File: src/rtl/spi_cfg_pkg.sv
// Shared constants and FSM state type for the SPI configuration master.
package spi_cfg_pkg;
   localparam logic [6:0] ADDR_EN_OUT_LO = 7'h00;
   localparam logic [6:0] ADDR_EN_OUT_HI = 7'h01;
   localparam logic [6:0] ADDR_EN_PWM_LO = 7'h02;
   localparam logic [6:0] ADDR_EN_PWM_HI = 7'h03;
   localparam logic [6:0] ADDR_PWM_DUTY  = 7'h04;

   localparam int   ADDR_W     = 7;
   localparam int   DATA_W     = 8;
   localparam int   FRAME_W    = 16;
   localparam logic WRITE_FLAG = 1'b1;
   // FIFO entries omit the write flag; it is constant and re-inserted on the wire.
   localparam int   REQ_W      = FRAME_W - 1;

   typedef enum logic [2:0] {
      IDLE,
      SETUP,
      SCLK_HI,
      SCLK_LO,
      GAP
   } spi_state_e;
endpackage

File: src/rtl/spi_cfg_if.sv
// Host request channel: valid/ready handshake carrying (address, data).
interface spi_cfg_if;
   import spi_cfg_pkg::*;

   logic              req_valid;
   logic              req_ready;
   logic [ADDR_W-1:0] req_addr;
   logic [DATA_W-1:0] req_data;

   modport master (output req_valid, req_addr, req_data, input req_ready);
   modport slave  (input req_valid, req_addr, req_data, output req_ready);
endinterface

File: src/rtl/spi_cfg_fifo.sv
// Synchronous request FIFO; extra pointer bit distinguishes full from empty.
module spi_cfg_fifo #(
   parameter int DEPTH = 4,
   parameter int W     = 15
) (
   input  logic         clk,
   input  logic         rst,
   input  logic         push,
   input  logic         pop,
   input  logic [W-1:0] din,
   output logic [W-1:0] dout,
   output logic         full,
   output logic         empty
);
   localparam int AW = $clog2(DEPTH);

   logic [W-1:0] mem [DEPTH];
   logic [AW:0]  wptr;
   logic [AW:0]  rptr;

   // Pointer update; writes into a full FIFO and reads from an empty one are dropped.
   always_ff @(posedge clk) begin
      if (rst) begin
         wptr <= '0;
         rptr <= '0;
      end else begin
         if (push && !full)  wptr <= wptr + 1'b1;
         if (pop  && !empty) rptr <= rptr + 1'b1;
      end
   end

   // Storage array, no reset needed since pointers gate visibility.
   always_ff @(posedge clk) begin
      if (push && !full) mem[wptr[AW-1:0]] <= din;
   end

   assign full  = (wptr[AW] != rptr[AW]) && (wptr[AW-1:0] == rptr[AW-1:0]);
   assign empty = (wptr == rptr);
   assign dout  = mem[rptr[AW-1:0]];
endmodule

File: src/rtl/spi_cfg_master.sv
// SPI mode-0 write-frame sequencer for the on-chip config register peripheral.
// Optional macro SPI_CFG_SHADOW_EN adds local shadow copies of the five registers.
module spi_cfg_master
   import spi_cfg_pkg::*;
#(
   parameter int CLK_DIV    = 4,
   parameter int GAP_CYC    = 8,
   parameter int FIFO_DEPTH = 4
) (
   input  logic      clk,
   input  logic      rst,
   spi_cfg_if.slave  bus,
   output logic      sclk,
   output logic      ncs,
   output logic      copi,
   output logic      busy,
   output logic      frame_done
`ifdef SPI_CFG_SHADOW_EN
   ,
   output logic [7:0] shadow_en_out_7_0,
   output logic [7:0] shadow_en_out_15_8,
   output logic [7:0] shadow_en_pwm_7_0,
   output logic [7:0] shadow_en_pwm_15_8,
   output logic [7:0] shadow_pwm_duty
`endif
);
   localparam int CNT_MAX = (CLK_DIV > GAP_CYC) ? CLK_DIV : GAP_CYC;
   localparam int CW      = $clog2(CNT_MAX);

   spi_state_e       state, state_d;
   logic [CW-1:0]    hcnt, hcnt_d;
   logic [3:0]       bcnt, bcnt_d;
   logic [REQ_W-1:0] shreg, shreg_d;   // bits still to be sent after the current one
   logic             sclk_d, ncs_d, copi_d, done_d;

   logic             fifo_full, fifo_empty, pop, push;
   logic [REQ_W-1:0] fifo_dout;

   assign bus.req_ready = !fifo_full;
   assign push          = bus.req_valid && !fifo_full;
   assign busy          = (state != IDLE) || !fifo_empty;

   spi_cfg_fifo #(.DEPTH(FIFO_DEPTH), .W(REQ_W)) u_fifo (
      .clk   (clk),
      .rst   (rst),
      .push  (push),
      .pop   (pop),
      .din   ({bus.req_addr, bus.req_data}),
      .dout  (fifo_dout),
      .full  (fifo_full),
      .empty (fifo_empty)
   );

   wire half_end = (hcnt == CW'(CLK_DIV - 1));

   // Next-state and next-output logic; pins are registered so they are glitch-free.
   always_comb begin
      state_d = state;
      hcnt_d  = hcnt;
      bcnt_d  = bcnt;
      shreg_d = shreg;
      sclk_d  = sclk;
      ncs_d   = ncs;
      copi_d  = copi;
      done_d  = 1'b0;
      pop     = 1'b0;
      case (state)
         IDLE: begin
            if (!fifo_empty) begin
               pop     = 1'b1;
               shreg_d = fifo_dout;
               ncs_d   = 1'b0;
               sclk_d  = 1'b0;
               copi_d  = WRITE_FLAG;
               hcnt_d  = '0;
               bcnt_d  = '0;
               state_d = SETUP;
            end
         end
         SETUP: begin
            if (half_end) begin
               hcnt_d  = '0;
               sclk_d  = 1'b1;
               state_d = SCLK_HI;
            end else begin
               hcnt_d = hcnt + 1'b1;
            end
         end
         SCLK_HI: begin
            if (half_end) begin
               hcnt_d  = '0;
               sclk_d  = 1'b0;
               state_d = SCLK_LO;
               // Advance data on the falling edge; the last bit is held through nCS hold.
               if (bcnt != 4'(FRAME_W - 1)) begin
                  copi_d  = shreg[REQ_W-1];
                  shreg_d = {shreg[REQ_W-2:0], 1'b0};
               end
            end else begin
               hcnt_d = hcnt + 1'b1;
            end
         end
         SCLK_LO: begin
            if (half_end) begin
               hcnt_d = '0;
               if (bcnt == 4'(FRAME_W - 1)) begin
                  ncs_d   = 1'b1;
                  copi_d  = 1'b0;
                  done_d  = 1'b1;
                  state_d = GAP;
               end else begin
                  bcnt_d  = bcnt + 1'b1;
                  sclk_d  = 1'b1;
                  state_d = SCLK_HI;
               end
            end else begin
               hcnt_d = hcnt + 1'b1;
            end
         end
         GAP: begin
            if (hcnt == CW'(GAP_CYC - 1)) begin
               hcnt_d  = '0;
               state_d = IDLE;
            end else begin
               hcnt_d = hcnt + 1'b1;
            end
         end
         default: state_d = IDLE;
      endcase
   end

   // State, counters, shift register and SPI pins.
   always_ff @(posedge clk) begin
      if (rst) begin
         state      <= IDLE;
         hcnt       <= '0;
         bcnt       <= '0;
         shreg      <= '0;
         sclk       <= 1'b0;
         ncs        <= 1'b1;
         copi       <= 1'b0;
         frame_done <= 1'b0;
      end else begin
         state      <= state_d;
         hcnt       <= hcnt_d;
         bcnt       <= bcnt_d;
         shreg      <= shreg_d;
         sclk       <= sclk_d;
         ncs        <= ncs_d;
         copi       <= copi_d;
         frame_done <= done_d;
      end
   end

`ifdef SPI_CFG_SHADOW_EN
   logic [REQ_W-1:0] cur_req;

   // Remember the in-flight request and commit its data when the frame closes.
   always_ff @(posedge clk) begin
      if (rst) begin
         cur_req            <= '0;
         shadow_en_out_7_0  <= '0;
         shadow_en_out_15_8 <= '0;
         shadow_en_pwm_7_0  <= '0;
         shadow_en_pwm_15_8 <= '0;
         shadow_pwm_duty    <= '0;
      end else begin
         if (pop) cur_req <= fifo_dout;
         if (done_d) begin
            case (cur_req[REQ_W-1 -: ADDR_W])
               ADDR_EN_OUT_LO: shadow_en_out_7_0  <= cur_req[DATA_W-1:0];
               ADDR_EN_OUT_HI: shadow_en_out_15_8 <= cur_req[DATA_W-1:0];
               ADDR_EN_PWM_LO: shadow_en_pwm_7_0  <= cur_req[DATA_W-1:0];
               ADDR_EN_PWM_HI: shadow_en_pwm_15_8 <= cur_req[DATA_W-1:0];
               ADDR_PWM_DUTY:  shadow_pwm_duty    <= cur_req[DATA_W-1:0];
               default: ;
            endcase
         end
      end
   end
`endif
endmodule

File: src/flat_wrapper.sv
// flat-port wrapper written by rule: the top's interface ports become plain ports
module spi_cfg_master_flat import spi_cfg_pkg::*;
#(
   parameter int CLK_DIV    = 4,
   parameter int GAP_CYC    = 8,
   parameter int FIFO_DEPTH = 4
)
  (clk, rst, sclk, ncs, copi, busy, frame_done, bus_req_valid, bus_req_addr, bus_req_data, bus_req_ready);
  spi_cfg_if bus_i ();
  input  logic clk;
  input  logic rst;
  output logic sclk;
  output logic ncs;
  output logic copi;
  output logic busy;
  output logic frame_done;
  input wire logic [$bits(bus_i.req_valid)-1:0] bus_req_valid;
  input wire logic [$bits(bus_i.req_addr)-1:0] bus_req_addr;
  input wire logic [$bits(bus_i.req_data)-1:0] bus_req_data;
  output wire logic [$bits(bus_i.req_ready)-1:0] bus_req_ready;
  assign bus_i.req_valid = bus_req_valid;
  assign bus_i.req_addr = bus_req_addr;
  assign bus_i.req_data = bus_req_data;
  assign bus_req_ready = bus_i.req_ready;
  spi_cfg_master #(.CLK_DIV(CLK_DIV), .GAP_CYC(GAP_CYC), .FIFO_DEPTH(FIFO_DEPTH)) u_core (.clk(clk), .rst(rst), .bus(bus_i), .sclk(sclk), .ncs(ncs), .copi(copi), .busy(busy), .frame_done(frame_done));
endmodule
File: config.mk
export PLATFORM = sky130hd
export DESIGN_NAME = spi_cfg_master_flat
export DESIGN_NICKNAME = d
export VERILOG_FILES = /design/src/rtl/spi_cfg_pkg.sv /design/src/rtl/spi_cfg_if.sv /design/src/rtl/spi_cfg_fifo.sv /design/src/rtl/spi_cfg_master.sv /design/src/flat_wrapper.sv
export SDC_FILE = /design/constraint.sdc
export NUM_CORES = 1
export LEC_CHECK = 0
export BUFFER_PORTS_ARGS = -buffer_cell sky130_fd_sc_hd__buf_4
export CAP_MARGIN = 5
export CORE_MARGIN = 10
export CORE_UTILIZATION = 53
export DETAILED_ROUTE_END_ITERATION = 7
export PLACE_DENSITY = 0.71
export SETUP_SLACK_MARGIN = 0.05
export SLEW_MARGIN = 25
export SYNTH_ARGS = -nofsm -noshare
export SYNTH_HDL_FRONTEND = slang
export SYNTH_HIERARCHICAL = 1
export SYNTH_SLANG_ARGS = --single-unit
File: constraint.sdc
create_clock -name clk -period 2.79 [get_ports clk]
set_input_delay 0.1395 -clock clk [delete_from_list [all_inputs] [get_ports clk]]
set_output_delay 0.1395 -clock clk [all_outputs]
set_load 0.01 [all_outputs]
* Yosys cells after proc, flatten, opt, wreduce, memory -nomap -nowiden
Memory sizes are Yosys's and may differ from the RTL's. A register that Yosys moved wholly into a read port is not among the register bits. Index checks and enable logic that the tools add are counted. Widths: inputs -> output; s select.
Word-level totals: flip-flop bits (word level) 35, RAM bits 60, bits of input ports 18, output and inout bits 6, memories kept 1
Cells by class: add/sub/neg operators 4, equality and inequality tests 19, multiplexer cells 41, bitwise operators 2, reduce and logical (&&, ||, !) cells 23
Memories:
- u_core.u_fifo.mem | words 4, bits a word 15, rd ports 1, clocked after memory_dff 1, wr ports 1, RTL line spi_cfg_fifo.sv:17 | logic [W-1:0] mem [DEPTH];
Operator list (number):
- $mux 15 | 3
- $pmux 15 s2 | 1
- $mux 3 | 9
- $mux 1 | 17
- $pmux 3 s5 | 1
- $mux 4 | 3
- $ne 2x1->1 const B | 6
- $reduce_and 4->1 | 3
- $reduce_and 6->1 | 2
- $add 3x1->3 const B | 3
- $eq 3x2->1 const B | 3
- $pmux 3 s3 | 1
- $reduce_bool 3->1 | 3
- $pmux 4 s2 | 1
- $eq 3x3->1 const B | 2
- $reduce_or 3->1 | 2
- $reduce_and 5->1 | 1
- $add 4x1->4 const B | 1
- $eq 4x4->1 const B | 1
- $logic_and 1x1->1 | 4
- $mux 2 | 2
- $ne 2x2->1 const B | 2
- $ne 4x4->1 const B | 1
- $pmux 1 s4 | 1
- 13 further kinds | 16

* Depth between registers and ports, before layout
Gate-level depths: netlist (run 1).
depth after elaboration 7, gate-level depth with buffers 11, gate-level depth less buffers 9

* Hierarchy
The synthesis (run 1) kept the hierarchy.
By module, submodules not included:
- spi_cfg_fifo | times used 1, cells an instance 146, area an instance 2737.6 sq um, seq. area each 1961.9 sq um
- spi_cfg_master | times used 1, cells an instance 166, area an instance 1550.2 sq um, seq. area each 580.6 sq um

* Least setup slack after synthesis (run 1)
Ideal clock, no wire load.
kind reg-to-reg, start point register u_core.u_fifo.rptr[1], end point memory u_core.u_fifo.mem[3][0], enable pin, setup time 396 ps, arrival 2088 ps, data required time 2394 ps, path slack 306 ps, cell stages (with the launch flop) 8, cell sequence dfxtp_1 clkbuf_4 xnor2_1 nand2_1 nor2_1 nor2b_1 nand2_1 a31oi_1
On the way: cells in the longest elaborated chain, start to end 7
RTL lines:
- start, declared | RTL line spi_cfg_fifo.sv:19 | logic [AW:0] rptr;
- start signal, assigned | RTL line spi_cfg_fifo.sv:28 | if (pop && !empty) rptr <= rptr + 1'b1;
- $eq 2x2->1 | RTL line spi_cfg_fifo.sv:37 | assign full = (wptr[AW] != rptr[AW]) && (wptr[AW-1:0] == rptr[AW-1:0]);
- $logic_and 1x1->1 | RTL line spi_cfg_fifo.sv:37
- net u_core.fifo_full | RTL line spi_cfg_master.sv:36 | logic fifo_full, fifo_empty, pop, push;
- $logic_not 1->1 | RTL line spi_cfg_master.sv:40 | assign push = bus.req_valid && !fifo_full;
- $logic_and 1x1->1 | RTL line spi_cfg_master.sv:40
- net u_core.push | RTL line spi_cfg_master.sv:36
- $logic_and 1x1->1 | RTL line spi_cfg_fifo.sv:34 | if (push && !full) mem[wptr[AW-1:0]] <= din;
- $mux 1 | RTL line spi_cfg_fifo.sv:34
- $mux 1 (not written as such) | RTL line spi_cfg_fifo.sv:34
- end, declared | RTL line spi_cfg_fifo.sv:17
The timed path passes the listed nets, and every way through them passes these cells.

* Worst setup path in the final report (run 1)
start point register u_core.u_fifo.rptr[1], end point output port busy
On the way: cells in the longest elaborated chain, start to end 3
RTL lines:
- $eq 3x3->1 | RTL line spi_cfg_fifo.sv:38 | assign empty = (wptr == rptr);
- net u_core.fifo_empty | RTL line spi_cfg_master.sv:36
- $logic_not 1->1 | RTL line spi_cfg_master.sv:41 | assign busy = (state != IDLE) || !fifo_empty;
- $logic_or 1x1->1 | RTL line spi_cfg_master.sv:41
- end, declared | RTL line flat_wrapper.sv:15 | output logic busy;
The timed path passes the listed nets, and every way through them passes these cells.

==> results of run 1 <==
## repair_timing
item | CTS | global route
endpoints found under the setup margin | 0 | 1
hold buffers | 15 | 0
setup buffers | 0 | 0
endpoints found under the hold margin | 60 | 0
resized for setup | 0 | 1
## state kept, by name (all words and copies together) (netlist names), named ones only
register            flops
u_core/shreg           15
u_core/u_fifo/mem      60
u_core/state            3
u_core/copi             1
u_core/bcnt             4
u_core/hcnt             3
u_core/frame_done       1
u_core/u_fifo/wptr      3
u_core/u_fifo/rptr      3
u_core/ncs              1
u_core/sclk             1
## through the flow
step / total power, mW / std cells / hold WS (ns) / worst slack, ns / util [%]
after floorplan: 3.27 / 312 / 0.238 / 0.306 / -
after global placement: 3.54 / 428 / 0.340 / 0.352 / 57.9
after detailed placement: 3.58 / 428 / 0.343 / 0.269 / 57.9
after CTS: 4.48 / 459 / 0.206 / 0.124 / 62.4
after global routing: 4.74 / 459 / 0.236 / 0.234 / 62.5
final: 4.43 / 459 / 0.220 / 0.341 / 62.5
## cells in the mapped netlist (all sizes together), types with 7 or more instances
| cell | n |
|---|---|
| a211oi | 17 |
| buf | 13 |
| dfxtp | 37 |
| edfxtp | 60 |
| ha | 10 |
| inv | 13 |
| mux2i | 14 |
| mux4 | 15 |
| nand2 | 11 |
| nand3 | 9 |
| nor2 | 27 |
| nor3 | 7 |
| o21ai | 11 |
## cell type report
class                      count  area, um2  area share [%]
sequential                    97       2540            52.1
clock inverter                 7       73.8            1.51
multi-input combinational    184       1570            32.2
tap                          102        128            2.62
inverter                      13       48.8            1.00
timing repair buffer          47        390            8.00
clock buffer                   9        124            2.54
## routing by layer
metal	wire length (um)	up-vias	part of all wire, %
li1	-	1271	-
met1	3350	1247	45
met2	3770	43	50
met3	268	8	3.6
met4	94	0	1.3
met5	0	-	0
## critical path: cells and delay by family (launching register included)
| kind | cells | cell delay (ns) |
|---|---|---|
| xor gates and xnor gates | 1 | 0.32 |
| DFF | 1 | 0.41 |
| and+or+nand+nor | 3 | 1.06 |
| buffers and inverters | 1 | 0.16 |
## report_power, final
group / internal, mW / switching, mW / leakage, nW
clock network: 0.350 / 0.528 / 0.100
logic: 0.668 / 0.880 / 0.712
registers: 1.81 / 0.193 / 0.854
## kinds of logic (layout without fill, tap and decap cells)
| logic type | Yosys count | in the layout | synth area share, % |
|---|---|---|---|
| AO/OA/AOI/OAI | 58 | 58 | 11.1 |
| XOR/XNOR | 8 | 8 | 1.63 |
| adder cells (fa/ha/maj) | 10 | 10 | 2.92 |
| buffers and inverters | 31 | 76 | 4.20 |
| flip-flops | 97 | 97 | 59.3 |
| multiplexers | 29 | 29 | 11.1 |
| AND/OR/NAND/NOR | 79 | 79 | 9.75 |
## layout by cell type (no fill, tap or decap), types with 3 or more instances in the layout
| cell | instances |
|---|---|
| edfxtp_1 | 60 |
| dfxtp_1 | 37 |
| buf_4 | 32 |
| nor2_1 | 26 |
| dlygate4sd3_1 | 15 |
| mux4_2 | 15 |
| mux2i_1 | 14 |
| inv_1 | 11 |
| nand2_1 | 11 |
| a211oi_2 | 11 |
| ha_1 | 10 |
| clkbuf_8 | 9 |
| o21ai_0 | 9 |
| nand3_1 | 8 |
| nor3_1 | 7 |
| a31oi_1 | 6 |
| a21oi_1 | 6 |
| a211oi_1 | 6 |
| o211ai_1 | 5 |
| clkinv_4 | 4 |
| xnor2_1 | 4 |
| nor3b_1 | 4 |
| nand2b_1 | 3 |
| xor2_1 | 3 |
| and2_1 | 3 |
## final timing paths
path,from,to,slack (ns),cells past startpoint
max,u_core/u_fifo/rptr[1],busy,0.34,5
min reg2reg,u_core/copi,u_core/copi,0.49,2
max reg2reg,u_core/u_fifo/rptr[1],u_core/copi,0.46,9
min,rst,u_core/hcnt[1],0.22,2
==> flow_summary.toml, run 1 <==
[outcome]
status = "completed"

[clocking]
cts_sinks = 97
cts_made_buffers = 9
insertion_delay_ns = 0.36
cts_max_level = 3
cts_tree = "built"
cts-root-buf = "clkbuf_8"
cts_buffer_depth = 2
clk_pin_slew_ns = 0.10

[global_routing]
use_met2_pct = 21.4
grt_usage_pct = 13.2
grt_util_met1_pct = 17.2
gr-usage-met3_pct = 2.52
grt-busiest-layer = "met2"
antenna_found_initial = 0
grt_max_degree = 40
grt_pass1_wl_um = 12500
first_global_vias = 2532
overflow = 0

[final_layout]
nFillCells = 595
fin_nets = 380
fin_area_um2 = 4880
drive_above_1_share_pct = 23.8
area_delta_synth_final_pct = 13.8
insertedDiodeCount = 0

[timing]
fin_worst_skew_ns = 0.0142
finalSetupViolCount = 0
timing.setup.tns_ns = 0
slew_headroom_pct = 50.9
slew_violations = 0
layout_min_cycle_time_ns = 2.45
grt_setup_unrepaired = "false"
finalHoldViolCount = 0
tightest_slew_ns = 0.736
min_period_over_period_pct = 87.8
fmax_mhz = 408

[synthesis]
ys_seq_area_share_pct = 59.3
netlist_top_cells_area = "edfxtp_1 (42%), dfxtp_1 (17%), mux4_2 (7.9%), mux2i_1 (3.3%), a211oi_2 (3.2%)"
synth.top_cell.area_share_pct = 42.0
synthFlopType = "edfxtp_1"
syn_nets = 340
syn_inst = 312
avgSynthCellArea_um2 = 13.7
synth_edf_count = 60
yosys_register_bits = 97
synth_area_leader_cell = "edfxtp_1"
synthArstFlopShare_pct = 0
synth_cell_type_count = 52
synth.cell_area_um2 = 4290
yosysWarnings = 6

[detailed_routing]
wl_per_cell_um = 16.3
wl_um = 7480
first_pass_iters = 4
drc_errors = 0
drt_iter0_drc = 127
viasPerCell = 5.60
vias = 2569
drtAntennaViolNets = 0

[placed_design]
dp_hpwl_um = 4950
io_buffers = 23
routabilityCongestion = 0.750
place_area_um2 = 4520

[die]
fp.coreArea_um2 = 7810
start_util_pct = 54.9
row_count = 32
ios = 24
die_x_um = 110
die_area_um2 = 12100
fp.dieH_um = 110

[run]
max_cap_violations = 0

[pwr]
peakVddDrop_mv = 0.443
powerDensity_nw_per_um2 = 908
p_leak_nw = 1.67

[worst_setup_path]
startpoint_type = "register"
critPathMaxFanout = 7
cpPeakStageDelay_ns = 0.53
end_kind = "primary output"
path_cells = "xnor2_2, nand2_1, nor2_1, or4b_4, buf_4"
slowest_stage = "or4b_4"
arrival_ns = 2.31
cp.required_ns = 2.65
worstSetupPathType = "register to primary output"

[hold_path]
hold_class = "input pin to register"
Note: power is estimated with default switching activity, not from simulation.
==> run 2, diff against run 1 <==
--- a/config.mk
+++ b/config.mk
@@ -11,6 +11,7 @@
 export CORE_UTILIZATION = 53
 export DETAILED_ROUTE_END_ITERATION = 7
 export PLACE_DENSITY = 0.71
+export RECOVER_POWER = 25
 export SETUP_SLACK_MARGIN = 0.05
 export SLEW_MARGIN = 25
 export SYNTH_ARGS = -nofsm -noshare
==> constraint.sdc (replaced) <==
create_clock -name clk -period 2.8 [get_ports clk]
set_input_delay 0.56 -clock clk [delete_from_list [all_inputs] [get_ports clk]]
set_output_delay 0.56 -clock clk [all_outputs]
set_load 0.01 [all_outputs]
==> flow_summary.toml, run 2 (synthesized netlist as in run 1, its figures left out) <==
[timing]
grt_setup_unrepaired = "false"
slew_violations = 0
fin_worst_skew_ns = 0.0114
layout_min_cycle_time_ns = 2.61
tightest_slew_ns = 0.743
finalSetupViolCount = 0
slew_headroom_pct = 50.4
min_period_over_period_pct = 93.3
finalHoldViolCount = 0
fmax_mhz = 383
timing.setup.tns_ns = 0
whs_ns = 0.401

[worst_setup_path]
cp.required_ns = 2.24
startpoint_type = "register"
worstSetupPathType = "register to primary output"
end_kind = "primary output"
critPathMaxFanout = 6
rr_worst_depth = 7
arrival_ns = 2.05

[clocking]
cts_sinks = 97
cts_tree = "built"
clk_pin_slew_ns = 0.10
cts_buffer_depth = 2
cts-root-buf = "clkbuf_8"
cts_max_level = 3
cts_made_buffers = 9
insertion_delay_ns = 0.36

[pwr]
clkPwrFrac_pct = 19.0
powerDensity_nw_per_um2 = 937
p_int_mw = 2.81
p_comb_share_pct = 35.2
p_seq_share_pct = 45.8
power.switching_mw = 1.57
power.share.switching_pct = 35.9
p_leak_nw = 1.56
peakVddDrop_mv = 0.452

[final_layout]
fin_nets = 366
insertedDiodeCount = 0
area_delta_synth_final_pct = 9.19
drive_above_1_share_pct = 21.9
nFillCells = 630
largest_reg_flops = 60
mostFrequentLayoutCells = "edfxtp_1 (60), dfxtp_1 (35), nor2_1 (26)"
layout.cells.most_common = "edfxtp_1"

[global_routing]
overflow = 0
antenna_found_initial = 0
first_global_vias = 2566
grt_pass1_wl_um = 12200
grt_usage_pct = 12.9
grt_max_degree = 40

[outcome]
status = "completed"

[placed_design]
routabilityCongestion = 0.779
dp_hpwl_um = 4880
io_buffers = 23

[die]
die_x_um = 110
die_area_um2 = 12100
row_count = 32
ios = 24
fp.dieH_um = 110
fp.coreArea_um2 = 7810
start_util_pct = 54.9

[detailed_routing]
wl_um = 7420
vias = 2587
drt_iter0_drc = 108
first_pass_iters = 4
drc_errors = 0
wl_per_cell_um = 16.7
drtAntennaViolNets = 0
viasPerCell = 5.81

[hold_path]
min_path_cells = 1
hold_class = "input pin to register"

[run]
max_cap_violations = 0
## run 2: metal layers
layer / vias to the layer above / wire (um) / GRT usage [%]
met2: 55 / 3670 / 21.6
met1: 1279 / 3400 / 15.9
met5: - / 0 / 0
met4: 0 / 74 / 4.83
met3: 6 / 272 / 3.22
li1: 1247 / - / -
## run 2: path summary, 6_finish.rpt
| check | from | to | slack [ns] |
|---|---|---|---|
| max | u_core/u_fifo/rptr[0] | busy | 0.19 |
| min | bus_req_addr[6] | u_core/u_fifo/mem[0][14] | 0.40 |
| max reg2reg | u_core/u_fifo/wptr[2] | u_core/u_fifo/mem[2][4] | 0.48 |
| min reg2reg | u_core/shreg[0] | u_core/shreg[0] | 0.50 |
## run 2: power by group through the flow
stage	sequential, mW	clock (mW)	combinational (mW)
floorplan	1.95	0	1.31
global placement	2.03	0	1.51
detailed placement	2.04	0	1.54
CTS	2.01	0.870	1.55
global route	2.05	0.917	1.72
finish	2.01	0.835	1.54
## run 2: area by class of cell
| cell class | instances | area (um2) | share of cell area (%) |
|---|---|---|---|
| timing repair buffer | 33 | 203 | 4.33 |
| sequential | 97 | 2540 | 54.4 |
| inverter | 13 | 48.8 | 1.04 |
| clock buffer | 10 | 128 | 2.73 |
| multi-input combinational | 184 | 1570 | 33.6 |
| clock inverter | 6 | 57.6 | 1.23 |
| tap | 102 | 128 | 2.73 |
## run 2: through the flow
stage	utilization (%)	std cells	power, mW	setup WS, ns	cell area, um2
finish	60.0	445	4.39	0.188	4680
global route	60.0	445	4.68	0.0687	4680
CTS	60.4	444	4.43	0.0636	4720
detailed placement	57.9	428	3.58	0.283	4520
global placement	57.9	428	3.54	0.349	4520
floorplan	-	312	3.26	0.316	4290
## run 2: repair_timing
action,in CTS,in global routing
resized for setup,2,1
pin swaps,1,1
endpoints found under the setup margin,1,1
endpoints found under the hold margin,0,0
hold buffers,0,0
setup buffers,0,1
## run 2: critical path, cell delays in order (launching register included)
cell,delay (ns)
dfxtp_1,0.46
xnor2_1,0.18
nand2_1,0.16
nor2_1,0.23
or4b_4,0.50
buf_4,0.16
==> run 3, diff against run 2 <==
--- a/config.mk
+++ b/config.mk
@@ -7,6 +7,7 @@
 export LEC_CHECK = 0
 export BUFFER_PORTS_ARGS = -buffer_cell sky130_fd_sc_hd__buf_4
 export CAP_MARGIN = 5
+export CORE_ASPECT_RATIO = 2
 export CORE_MARGIN = 10
 export CORE_UTILIZATION = 53
 export DETAILED_ROUTE_END_ITERATION = 7
==> flow_summary.toml, run 3 (synthesized netlist as in run 1, its figures left out) <==
[outcome]
status = "completed"

[die]
fp.coreArea_um2 = 7940
die_area_um2 = 12300
die_x_um = 83.6
ios = 24
fp.dieH_um = 147
start_util_pct = 54.0
row_count = 46

[final_layout]
mostFrequentLayoutCells = "edfxtp_1 (60), dfxtp_1 (33), nor2_1 (26)"
fin_cells = 438
area_delta_synth_final_pct = 12.6
fin_area_um2 = 4830
insertedDiodeCount = 0
post-route-util_pct = 60.8
fin_nets = 365
nFillCells = 634
layout.cells.most_common = "edfxtp_1"
drive_above_1_share_pct = 22.5
largest_reg_flops = 60

[worst_setup_path]
critPathMaxFanout = 9
cp.required_ns = 2.24
worstSetupPathType = "register to primary output"
regToRegStartpoint = "u_core/u_fifo/wptr[1]"
crit_family = "simple AND/OR/NAND/NOR gates"
startpoint_type = "register"
worstReg2RegEnd = "u_core/u_fifo/mem[0][3]"
cpPeakStageDelay_ns = 0.49
r2r_slack_ns = 0.44
path_cells = "xnor2_4, nand2_1, nor2_1, or4b_4, buf_4"
slowest_stage = "or4b_4"
arrival_ns = 2.01
crit_buf_inv = 1
rr_worst_depth = 8
end_kind = "primary output"

[hold_path]
min-delay-start = "bus_req_addr[3]"
hold_class = "input pin to register"
min_path_cells = 1
hold_path_end = "u_core/u_fifo/mem[1][11]"

[clocking]
cts_sinks = 97
insertion_delay_ns = 0.34
cts_tree = "built"
cts_made_buffers = 9
cts_setup_buffers = 0
cts-root-buf = "clkbuf_16"
cts_resized = 2
cts_buffer_depth = 2
clk_pin_slew_ns = 0.06
cts_max_level = 3
postCtsHoldBufs = 0

[timing]
fin_ws_ns = 0.233
finalSetupViolCount = 0
fin_worst_skew_ns = 0.00984
grt_setup_unrepaired = "false"
tightest_slew_ns = 0.750
slew_violations = 0
timing.setup.tns_ns = 0
min_period_over_period_pct = 91.7
slew_headroom_pct = 49.9
finalHoldViolCount = 0
layout_min_cycle_time_ns = 2.57
fmax_mhz = 390

[detailed_routing]
vias = 2589
drtAntennaViolNets = 0
drt_iter0_drc = 177
first_pass_iters = 4
drc_errors = 0
wl_per_cell_um = 18.5
wl_um = 8080
viasPerCell = 5.91

[pwr]
powerDensity_nw_per_um2 = 1000
p_seq_share_pct = 41.9
p_leak_nw = 1.62
power.share.switching_pct = 32.8
power.switching_mw = 1.59
p_int_mw = 3.26
peakVddDrop_mv = 0.589
p_comb_share_pct = 32.1
clkPwrFrac_pct = 25.9

[placed_design]
dp_slack_ns = 0.280
dp_cells = 422
routabilityCongestion = 0.895
place_area_um2 = 4520
io_buffers = 23
dp_hpwl_um = 5580

[global_routing]
use_met2_pct = 24.3
grt_max_degree = 40
grt-busiest-layer = "met2"
grt_pass1_wl_um = 13300
gr-usage-met3_pct = 2.93
grt_util_met1_pct = 13.8
overflow = 0
antenna_found_initial = 0
first_global_vias = 2699
grt_usage_pct = 13.4

[run]
max_cap_violations = 0
==> run 3: layout make-up <==
| cell class | count | area, um2 | area share, % |
|---|---|---|---|
| clock buffers | 10 | 229 | 4.74 |
| clock inverters | 6 | 82.6 | 1.71 |
| inverters | 13 | 48.8 | 1.01 |
| multi-input cells | 184 | 1600 | 33.2 |
| flip-flops and latches | 97 | 2550 | 52.7 |
| well taps | 96 | 120 | 2.49 |
| repair buffers | 32 | 199 | 4.12 |
==> run 3: worst max-delay path by stage <==
stage,cells after the start,endpoint,from
6_report,5,busy,u_core/u_fifo/wptr[1]
5_1_grt,5,busy,u_core/u_fifo/rptr[0]
3_3_place_gp,5,busy,u_core/u_fifo/rptr[0]
4_1_cts,5,busy,u_core/u_fifo/wptr[1]
3_5_place_dp,5,busy,u_core/u_fifo/rptr[0]
2_1_floorplan,7,u_core/u_fifo/mem[3][0],u_core/u_fifo/rptr[1]
==> run 3: power by group through the flow <==
stage | sequential, mW | clock [mW] | combinational (mW)
finish | 2.03 | 1.26 | 1.56
global route | 2.06 | 1.34 | 1.75
detailed placement | 2.04 | 0 | 1.55
floorplan | 1.95 | 0 | 1.31
CTS | 2.02 | 1.29 | 1.57
global placement | 2.02 | 0 | 1.52
==> run 3: worst register-to-register path: stages, from the launching register on <==
cell and delay (ns):
dfxtp_2 0.47, xnor2_4 0.14, nand2_1 0.18, nor2_1 0.11, nor2b_1 0.35, inv_1 0.10, a31oi_1 0.25, and2_1 0.18
buf_4 0.26
==> run 3: metrics by stage <==
step                      hold WS, ns  power (mW)
after floorplan                 0.448        3.26
after global placement          0.476        3.54
after detailed placement        0.469        3.59
after CTS                       0.414        4.88
after global routing            0.429        5.15
final                           0.423        4.85
==> run 3: routing by layer <==
layer / routed length [um] / share of wire, %
met5: 0 / 0
met4: 211 / 2.6
met3: 250 / 3.1
met2: 4590 / 57
met1: 3030 / 37
